**config.mk**
```make
export PLATFORM = sky130hd
export DESIGN_NAME = alu_mc
export DESIGN_NICKNAME = d
export VERILOG_FILES = /design/src/rtl/alu_mc_pkg.sv /design/src/rtl/alu_mc_mul.sv /design/src/rtl/alu_mc.sv
export SDC_FILE = /design/constraint.sdc
export NUM_CORES = 1
export LEC_CHECK = 0
export CORE_ASPECT_RATIO = 0.5
export CORE_MARGIN = 4
export CORE_UTILIZATION = 28
export DETAILED_ROUTE_END_ITERATION = 6
export GPL_TIMING_DRIVEN = 0
export HOLD_SLACK_MARGIN = 0.06
export PLACE_DENSITY = 0.58
export SKIP_CTS_REPAIR_TIMING = 1
export SYNTH_ARGS = -nofsm -noshare
export SYNTH_HDL_FRONTEND = slang
export SYNTH_HIERARCHICAL = 1
export SYNTH_SLANG_ARGS = --single-unit
```
**constraint.sdc**
```tcl
create_clock -name clk -period 1.59 [get_ports clk]
set_input_delay 0.159 -clock clk [delete_from_list [all_inputs] [get_ports clk]]
set_output_delay 0.159 -clock clk [all_outputs]
set_load 0.005 [all_outputs]
```
**src/rtl/alu_mc_pkg.sv**
```systemverilog
// alu_mc_pkg: opcode encoding and flag bit positions shared by the ALU and its bench.
package alu_mc_pkg;

    typedef enum logic [3:0] {
        OP_ADD = 4'b0000,
        OP_SUB = 4'b0001,
        OP_AND = 4'b0010,
        OP_OR  = 4'b0011,
        OP_XOR = 4'b0100,
        OP_CMP = 4'b0101,
        OP_MOV = 4'b0110,
        OP_SLL = 4'b1000,
        OP_SLR = 4'b1001,
        OP_SRL = 4'b1010,
        OP_SRA = 4'b1011,
        OP_MUL = 4'b1100
    } op_e;

    localparam int FLAG_S = 3;
    localparam int FLAG_Z = 2;
    localparam int FLAG_C = 1;
    localparam int FLAG_V = 0;

endpackage

```
**src/rtl/alu_mc_mul.sv**
```systemverilog
// alu_mc_mul: iterative unsigned shift-add multiplier, one partial product per clock.
// start_i loads the operands; done_o is high during the WIDTH-th iteration cycle.
module alu_mc_mul #(
    parameter int WIDTH = 16
) (
    input  logic               clk,
    input  logic               rst_n,
    input  logic               start_i,
    input  logic [WIDTH-1:0]   a_i,
    input  logic [WIDTH-1:0]   b_i,
    output logic               done_o,
    output logic [2*WIDTH-1:0] product_o
);

    localparam int CW = $clog2(WIDTH);

    logic               busy_q, busy_d;
    logic [CW-1:0]      cnt_q, cnt_d;
    logic [2*WIDTH-1:0] acc_q, acc_d;
    logic [2*WIDTH-1:0] mcand_q, mcand_d;
    logic [WIDTH-1:0]   mplier_q, mplier_d;
    logic [2*WIDTH-1:0] acc_sum;

    assign acc_sum   = mplier_q[0] ? acc_q + mcand_q : acc_q;
    assign done_o    = busy_q && (cnt_q == CW'(WIDTH - 1));
    assign product_o = acc_sum;

    always_comb begin
        // NOTE: every output gets a default first so no path leaves it unassigned (no latch).
        busy_d   = busy_q;
        cnt_d    = cnt_q;
        acc_d    = acc_q;
        mcand_d  = mcand_q;
        mplier_d = mplier_q;
        if (start_i) begin
            busy_d   = 1'b1;
            cnt_d    = '0;
            acc_d    = '0;
            mcand_d  = {{WIDTH{1'b0}}, a_i};
            mplier_d = b_i;
        end else if (busy_q) begin
            busy_d   = !done_o;
            cnt_d    = cnt_q + CW'(1);
            acc_d    = acc_sum;
            mcand_d  = mcand_q << 1;
            mplier_d = mplier_q >> 1;
        end
    end

    // NOTE: state registers use non-blocking assignments so all flops update from pre-edge values.
    always_ff @(posedge clk or negedge rst_n) begin
        if (!rst_n) begin
            busy_q   <= 1'b0;
            cnt_q    <= '0;
            acc_q    <= '0;
            mcand_q  <= '0;
            mplier_q <= '0;
        end else begin
            busy_q   <= busy_d;
            cnt_q    <= cnt_d;
            acc_q    <= acc_d;
            mcand_q  <= mcand_d;
            mplier_q <= mplier_d;
        end
    end

endmodule

```
**src/rtl/alu_mc.sv**
```systemverilog
// alu_mc: single-cycle ALU with valid/ready handshake and registered result/flags.
// Define ALU_MC_MUL_EN to add the multi-cycle MUL opcode (BUSY state + alu_mc_mul).
module alu_mc
    import alu_mc_pkg::*;
#(
    parameter int WIDTH = 16,
    parameter int SHW   = $clog2(WIDTH)
) (
    input  logic                    clk,
    input  logic                    rst_n,
    input  logic                    in_valid,
    output logic                    in_ready,
    input  logic [3:0]              op,
    input  logic signed [WIDTH-1:0] a,
    input  logic signed [WIDTH-1:0] b,
    input  logic [SHW-1:0]          shift_d,
    output logic                    out_valid,
    input  logic                    out_ready,
    output logic [WIDTH-1:0]        res,
    output logic [3:0]              szcv
);

    logic [WIDTH-1:0] a_u, b_u;
    logic [WIDTH:0]   sum_w, diff_w;
    logic [SHW-1:0]   msb_idx, lsb_idx;
    logic             shift_zero, sub_v;
    logic [WIDTH-1:0] alu_res;
    logic             alu_c, alu_v, alu_z;
    logic [3:0]       alu_flags;
    logic             alu_load;

    logic             out_valid_q, out_valid_d;
    logic [WIDTH-1:0] res_q, res_d;
    logic [3:0]       szcv_q, szcv_d;

    assign a_u        = a;
    assign b_u        = b;
    assign sum_w      = {1'b0, a_u} + {1'b0, b_u};
    assign diff_w     = {1'b0, b_u} - {1'b0, a_u};
    assign sub_v      = (a_u[WIDTH-1] != b_u[WIDTH-1]) && (diff_w[WIDTH-1] != b_u[WIDTH-1]);
    assign shift_zero = (shift_d == '0);
    // Position in b of the last bit shifted out: WIDTH-shift_d (left) or shift_d-1 (right).
    assign msb_idx    = SHW'(WIDTH) - shift_d;
    assign lsb_idx    = shift_d - SHW'(1);

    always_comb begin
        alu_res = '0;
        alu_c   = 1'b0;
        alu_v   = 1'b0;
        case (op)
            OP_ADD: begin
                alu_res = sum_w[WIDTH-1:0];
                alu_c   = sum_w[WIDTH];
                alu_v   = (a_u[WIDTH-1] == b_u[WIDTH-1]) && (sum_w[WIDTH-1] != a_u[WIDTH-1]);
            end
            OP_SUB: begin
                alu_res = diff_w[WIDTH-1:0];
                alu_c   = diff_w[WIDTH];
                alu_v   = sub_v;
            end
            OP_CMP: begin
                alu_res = b_u;
                alu_c   = diff_w[WIDTH];
                alu_v   = sub_v;
            end
            OP_AND: alu_res = a_u & b_u;
            OP_OR:  alu_res = a_u | b_u;
            OP_XOR: alu_res = a_u ^ b_u;
            OP_MOV: alu_res = a_u;
            OP_SLL: begin
                alu_res = b_u << shift_d;
                alu_c   = !shift_zero && b_u[msb_idx];
            end
            OP_SLR: begin
                alu_res = (b_u << shift_d) | (b_u >> msb_idx);
                alu_c   = !shift_zero && b_u[msb_idx];
            end
            OP_SRL: begin
                alu_res = b_u >> shift_d;
                alu_c   = !shift_zero && b_u[lsb_idx];
            end
            OP_SRA: begin
                alu_res = $unsigned($signed(b_u) >>> shift_d);
                alu_c   = !shift_zero && b_u[lsb_idx];
            end
            default: alu_res = '0;
        endcase
    end

    assign alu_z = (op == OP_CMP) ? (diff_w[WIDTH-1:0] == '0) : (alu_res == '0);

    always_comb begin
        alu_flags         = '0;
        alu_flags[FLAG_S] = alu_res[WIDTH-1];
        alu_flags[FLAG_Z] = alu_z;
        alu_flags[FLAG_C] = alu_c;
        alu_flags[FLAG_V] = alu_v;
    end

`ifdef ALU_MC_MUL_EN
    localparam logic [0:0] ST_IDLE = 1'b0;
    localparam logic [0:0] ST_BUSY = 1'b1;

    logic [0:0]         state_q, state_d;
    logic               accept, mul_start, mul_done;
    logic [2*WIDTH-1:0] mul_prod;
    logic [3:0]         mul_flags;

    assign in_ready  = (state_q == ST_IDLE) && (!out_valid_q || out_ready);
    assign accept    = in_valid && in_ready;
    assign mul_start = accept && (op == OP_MUL);
    assign alu_load  = accept && !mul_start;

    always_comb begin
        state_d = state_q;
        case (state_q)
            ST_IDLE: if (mul_start) state_d = ST_BUSY;
            ST_BUSY: if (mul_done)  state_d = ST_IDLE;
            default: state_d = ST_IDLE;
        endcase
    end

    always_ff @(posedge clk or negedge rst_n) begin
        if (!rst_n) state_q <= ST_IDLE;
        else        state_q <= state_d;
    end

    always_comb begin
        mul_flags         = '0;
        mul_flags[FLAG_S] = mul_prod[WIDTH-1];
        mul_flags[FLAG_Z] = (mul_prod[WIDTH-1:0] == '0);
        mul_flags[FLAG_C] = (mul_prod[2*WIDTH-1:WIDTH] != '0);
    end

    alu_mc_mul #(.WIDTH(WIDTH)) u_mul (
        .clk       (clk),
        .rst_n     (rst_n),
        .start_i   (mul_start),
        .a_i       (a_u),
        .b_i       (b_u),
        .done_o    (mul_done),
        .product_o (mul_prod)
    );
`else
    assign in_ready = !out_valid_q || out_ready;
    assign alu_load = in_valid && in_ready;
`endif

    // A consumed result drops out_valid unless a new result lands on the same edge.
    always_comb begin
        out_valid_d = out_valid_q;
        res_d       = res_q;
        szcv_d      = szcv_q;
        if (out_ready) out_valid_d = 1'b0;
        if (alu_load) begin
            out_valid_d = 1'b1;
            res_d       = alu_res;
            szcv_d      = alu_flags;
        end
`ifdef ALU_MC_MUL_EN
        if (mul_done) begin
            out_valid_d = 1'b1;
            res_d       = mul_prod[WIDTH-1:0];
            szcv_d      = mul_flags;
        end
`endif
    end

    always_ff @(posedge clk or negedge rst_n) begin
        if (!rst_n) begin
            out_valid_q <= 1'b0;
            res_q       <= '0;
            szcv_q      <= '0;
        end else begin
            out_valid_q <= out_valid_d;
            res_q       <= res_d;
            szcv_q      <= szcv_d;
        end
    end

    assign out_valid = out_valid_q;
    assign res       = res_q;
    assign szcv      = szcv_q;

endmodule

```
==> flow_summary_export.csv <==
group,metric,value,unit
sta,timing.max_slew.rel_slack,42.8,%
critical_path,timing.critical_path.arrival,3.16,ns
clock_tree,clk_path_buf_depth,2,
layout,fin_nets,1108,
status,violated_checks,"negative setup slack",
critical_path,worstSetupStartpointType,"input port",
hold_path,hold_path.class,"in2async",
layout,syn_to_final_growth,49.5,%
yosys,yosys.area_share.simple,23.2,%
route,post-route-drc-count,0,
sta,setup_viol,19,
power_and_ir_drop,ir_drop,709,uV
power_and_ir_drop,comb_power_share,75.9,%
floorplanning,die_h,116,um
sta,fin_setup_tns,-15.75,ns
clock_tree,clock-root-buffer,"sky130_fd_sc_hd__clkbuf_16",
place,place.detailed.hpwl,27.9,mm
route,detailed_route_vias_per_instance,6.22,
clock_tree,tritoncts_clock_tree,"built",
clock_tree,clk_pin_slew_worst_paths,0.05,ns
route,detail-route-antenna-nets,0,
yosys,synth_compound_gate_area_share,28.4,%
yosys,synthCells,864,
critical_path,end_kind,"register",
grt,grt_overflow_total,0,
yosys,syn_nets,959,
sta,finalCritPeriodShare,187,%
sta,grt_setup_unrepaired,"true",
critical_path,worst-endpoint-required,1.78,ns
power_and_ir_drop,seq_power_share,13.0,%
grt,initial_antenna_violation_count,0,
sta,max_slew.worst_pin.slew,0.855,ns
sta,fin_crit,2.98,ns
status,status,"finished with violations",
sta,drv_slew,0,
yosys,synth.distinct_cells,95,
yosys,synth_top_family_by_area,"compound AO/OA/AOI/OAI gates",
floorplanning,chipWidth,223,um
yosys,synth.area.mux_share,18.7,%
grt,first_global_vias,7291,
floorplanning,floorplan.initialDensity,28.5,%
yosys,synth_enable_flop_cells,0,
critical_path,max_fo_critical_path,7,
route,drt_pass_1_iters,5,
power_and_ir_drop,power.switching_fraction,46.0,%
sta,finalHoldViolCount,0,
clock_tree,cts.sinks,20,
clock_tree,cts_htree_levels,1,
yosys,xor_and_xnor_fraction_of_the_mapped_netlist_area,2.83,%
place,gp_congestion,0.997,
yosys,ys_seq_elements,20,
layout,drive_gt1_share,38.6,%
route,wire_per_inst,28.1,um
floorplanning,pin_count,66,
place,port_buffers,63,
yosys,syn-mean-instance-area,7.51,sq um
yosys,synth_adder_area_share,10.1,%
layout,most-common-layout-cells,"sky130_fd_sc_hd__buf_4, sky130_fd_sc_hd__nor2_1, sky130_fd_sc_hd__nand2_1, sky130_fd_sc_hd__inv_1",
power_and_ir_drop,switchingPower,2.30,mW
floorplanning,fp-row-count,39,
power_and_ir_drop,totalPowerFinal,5.01,mW
layout,multi_input_area,6380,sq um
yosys,sequential_share_of_the_synthesized_area,7.71,%
route,routed_wirelength,37.0,mm
layout,final.fill_count,2281,
grt,wire_length_of_the_first_global_routing_pass,50.2,mm
grt,pin_count_of_the_biggest_net_entering_global_routing,21,
layout,antenna_cells,0,
power_and_ir_drop,clock_power_share,11.1,%
sta,fmax,0.336,GHz
clock_tree,cts_buffers,3,
power_and_ir_drop,internal-power,2.71,mW
yosys,synth_async_sr_flop_share,100,%
flow_run,max_cap_viol_count,0,
yosys,yosys_most_used_dff,"sky130_fd_sc_hd__dfrtp_1",
route,vias,8206,
sta,worst_clock_skew,0.00165,ns
floorplanning,die_area,25800,sq um
grt,globalRouteTotalUtil,26.0,%
power_and_ir_drop,powerDensity,516,nW/um^2
critical_path,criticalPathCategory,"in2reg",
clock_tree,clk-insertion-delay-late,0.25,ns
floorplanning,floorplan.core_area,22800,sq um
power_and_ir_drop,static_leakage,3.95,nW
yosys,yosysWarnings,6,
layout,regArea,500,sq um
yosys,synthesis.area,6490,sq um
layout,most_common_cell_after_layout_fill_and_taps_aside,"sky130_fd_sc_hd__buf_4",
sta,finalWorstSetupSlack,-1.39,ns
route,first_iter_violations,992,
area by class of cell:
class,instances,share of cell area (%)
clock buffer,4,0.916
timing repair buffer,149,14.0
inverter,52,2.49
multi-input combinational,715,65.8
tap,307,3.96
buffer,72,7.71
sequential,20,5.16
flip-flops by register name, summed over array words and instances, names as in the netlist:
signal	count
szcv	3
res	16
out_valid	1
through the flow:
stage                     instance area, sq um  setup slack (ns)  utilization, %  instances  hold slack [ns]
after floorplan                           6870             -1.01               -        864           -0.137
after global placement                    7890             -3.08            34.6       1234            0.469
after detailed placement                  7900             -2.91            34.7       1235            0.470
after CTS                                 7990             -2.64            35.1       1239            0.442
after global routing                      9700             -1.39            42.6       1319            0.497
final                                     9700             -1.39            42.6       1319            0.399
synth_stat cells, drive strengths merged, types with 25 or more instances:
library cell | n | share of area (%)
nor3 | 27 | 2.2
mux4 | 25 | 8.7
mux2i | 37 | 6.1
inv | 52 | 3.0
o21ai | 57 | 4.5
ha | 49 | 9.4
nand2 | 79 | 4.6
buf | 40 | 3.9
a21oi | 45 | 3.5
nor2 | 93 | 5.4
clkbuf | 37 | 2.2
power groups by stage:
stage          sequential (mW)  combinational (mW)  clock [mW]
2_1_floorplan            0.654                1.80           0
3_3_place_gp             0.657                2.87           0
3_5_place_dp             0.660                2.88           0
4_1_cts                  0.653                2.90       0.573
5_1_grt                  0.663                3.96       0.591
6_report                 0.650                3.80       0.557
layer usage:
metal | vias to the layer above | share of wire (%) | GRT usage (%)
met5 | - | 0.29 | 0
met4 | 2 | 1.6 | 3.73
met3 | 53 | 10 | 5.32
met2 | 499 | 43 | 40.4
met1 | 4124 | 45 | 38.2
li1 | 3528 | - | -
kinds of logic (layout without fill, tap and decap cells):
group / count (synthesis) / count (layout)
DFF: 20 / 20
and+or+nand+nor: 306 / 306
xor gates and xnor gates: 21 / 21
adders and majority gates: 51 / 51
buffers and inverters: 129 / 277
AOI/OAI and AO/OA: 255 / 255
muxes: 82 / 82
path summary, 6_finish.rpt:
kind	start	endpoint	slack [ns]	cells past startpoint
min in group clk	res[2]	res[2]	0.48	2
worst min-delay path	rst_n	res[11]	0.40	1
worst min register to register	res[2]	res[2]	0.48	2
worst max-delay path	b[0]	szcv[2]	-1.39	14
worst max register to register	out_valid	szcv[2]	-1.16	10
max in group asynchronous	rst_n	res[2]	0.66	1
worst max-delay path, cell delays in order:
cell and delay, ns:
sky130_fd_sc_hd__buf_12 0.12, sky130_fd_sc_hd__inv_12 0.03, sky130_fd_sc_hd__ha_4 0.15, sky130_fd_sc_hd__fa_2 0.39, sky130_fd_sc_hd__o21ba_4 0.21, sky130_fd_sc_hd__or4_4 0.45, sky130_fd_sc_hd__o21ai_0 0.10, sky130_fd_sc_hd__nor2_1 0.12
sky130_fd_sc_hd__xor2_1 0.20, sky130_fd_sc_hd__nor4_2 0.37, sky130_fd_sc_hd__nand4_1 0.23, sky130_fd_sc_hd__nor4_1 0.37, sky130_fd_sc_hd__nand4_1 0.15, sky130_fd_sc_hd__nand3_1 0.10
Power figures use the tool's default switching activity.
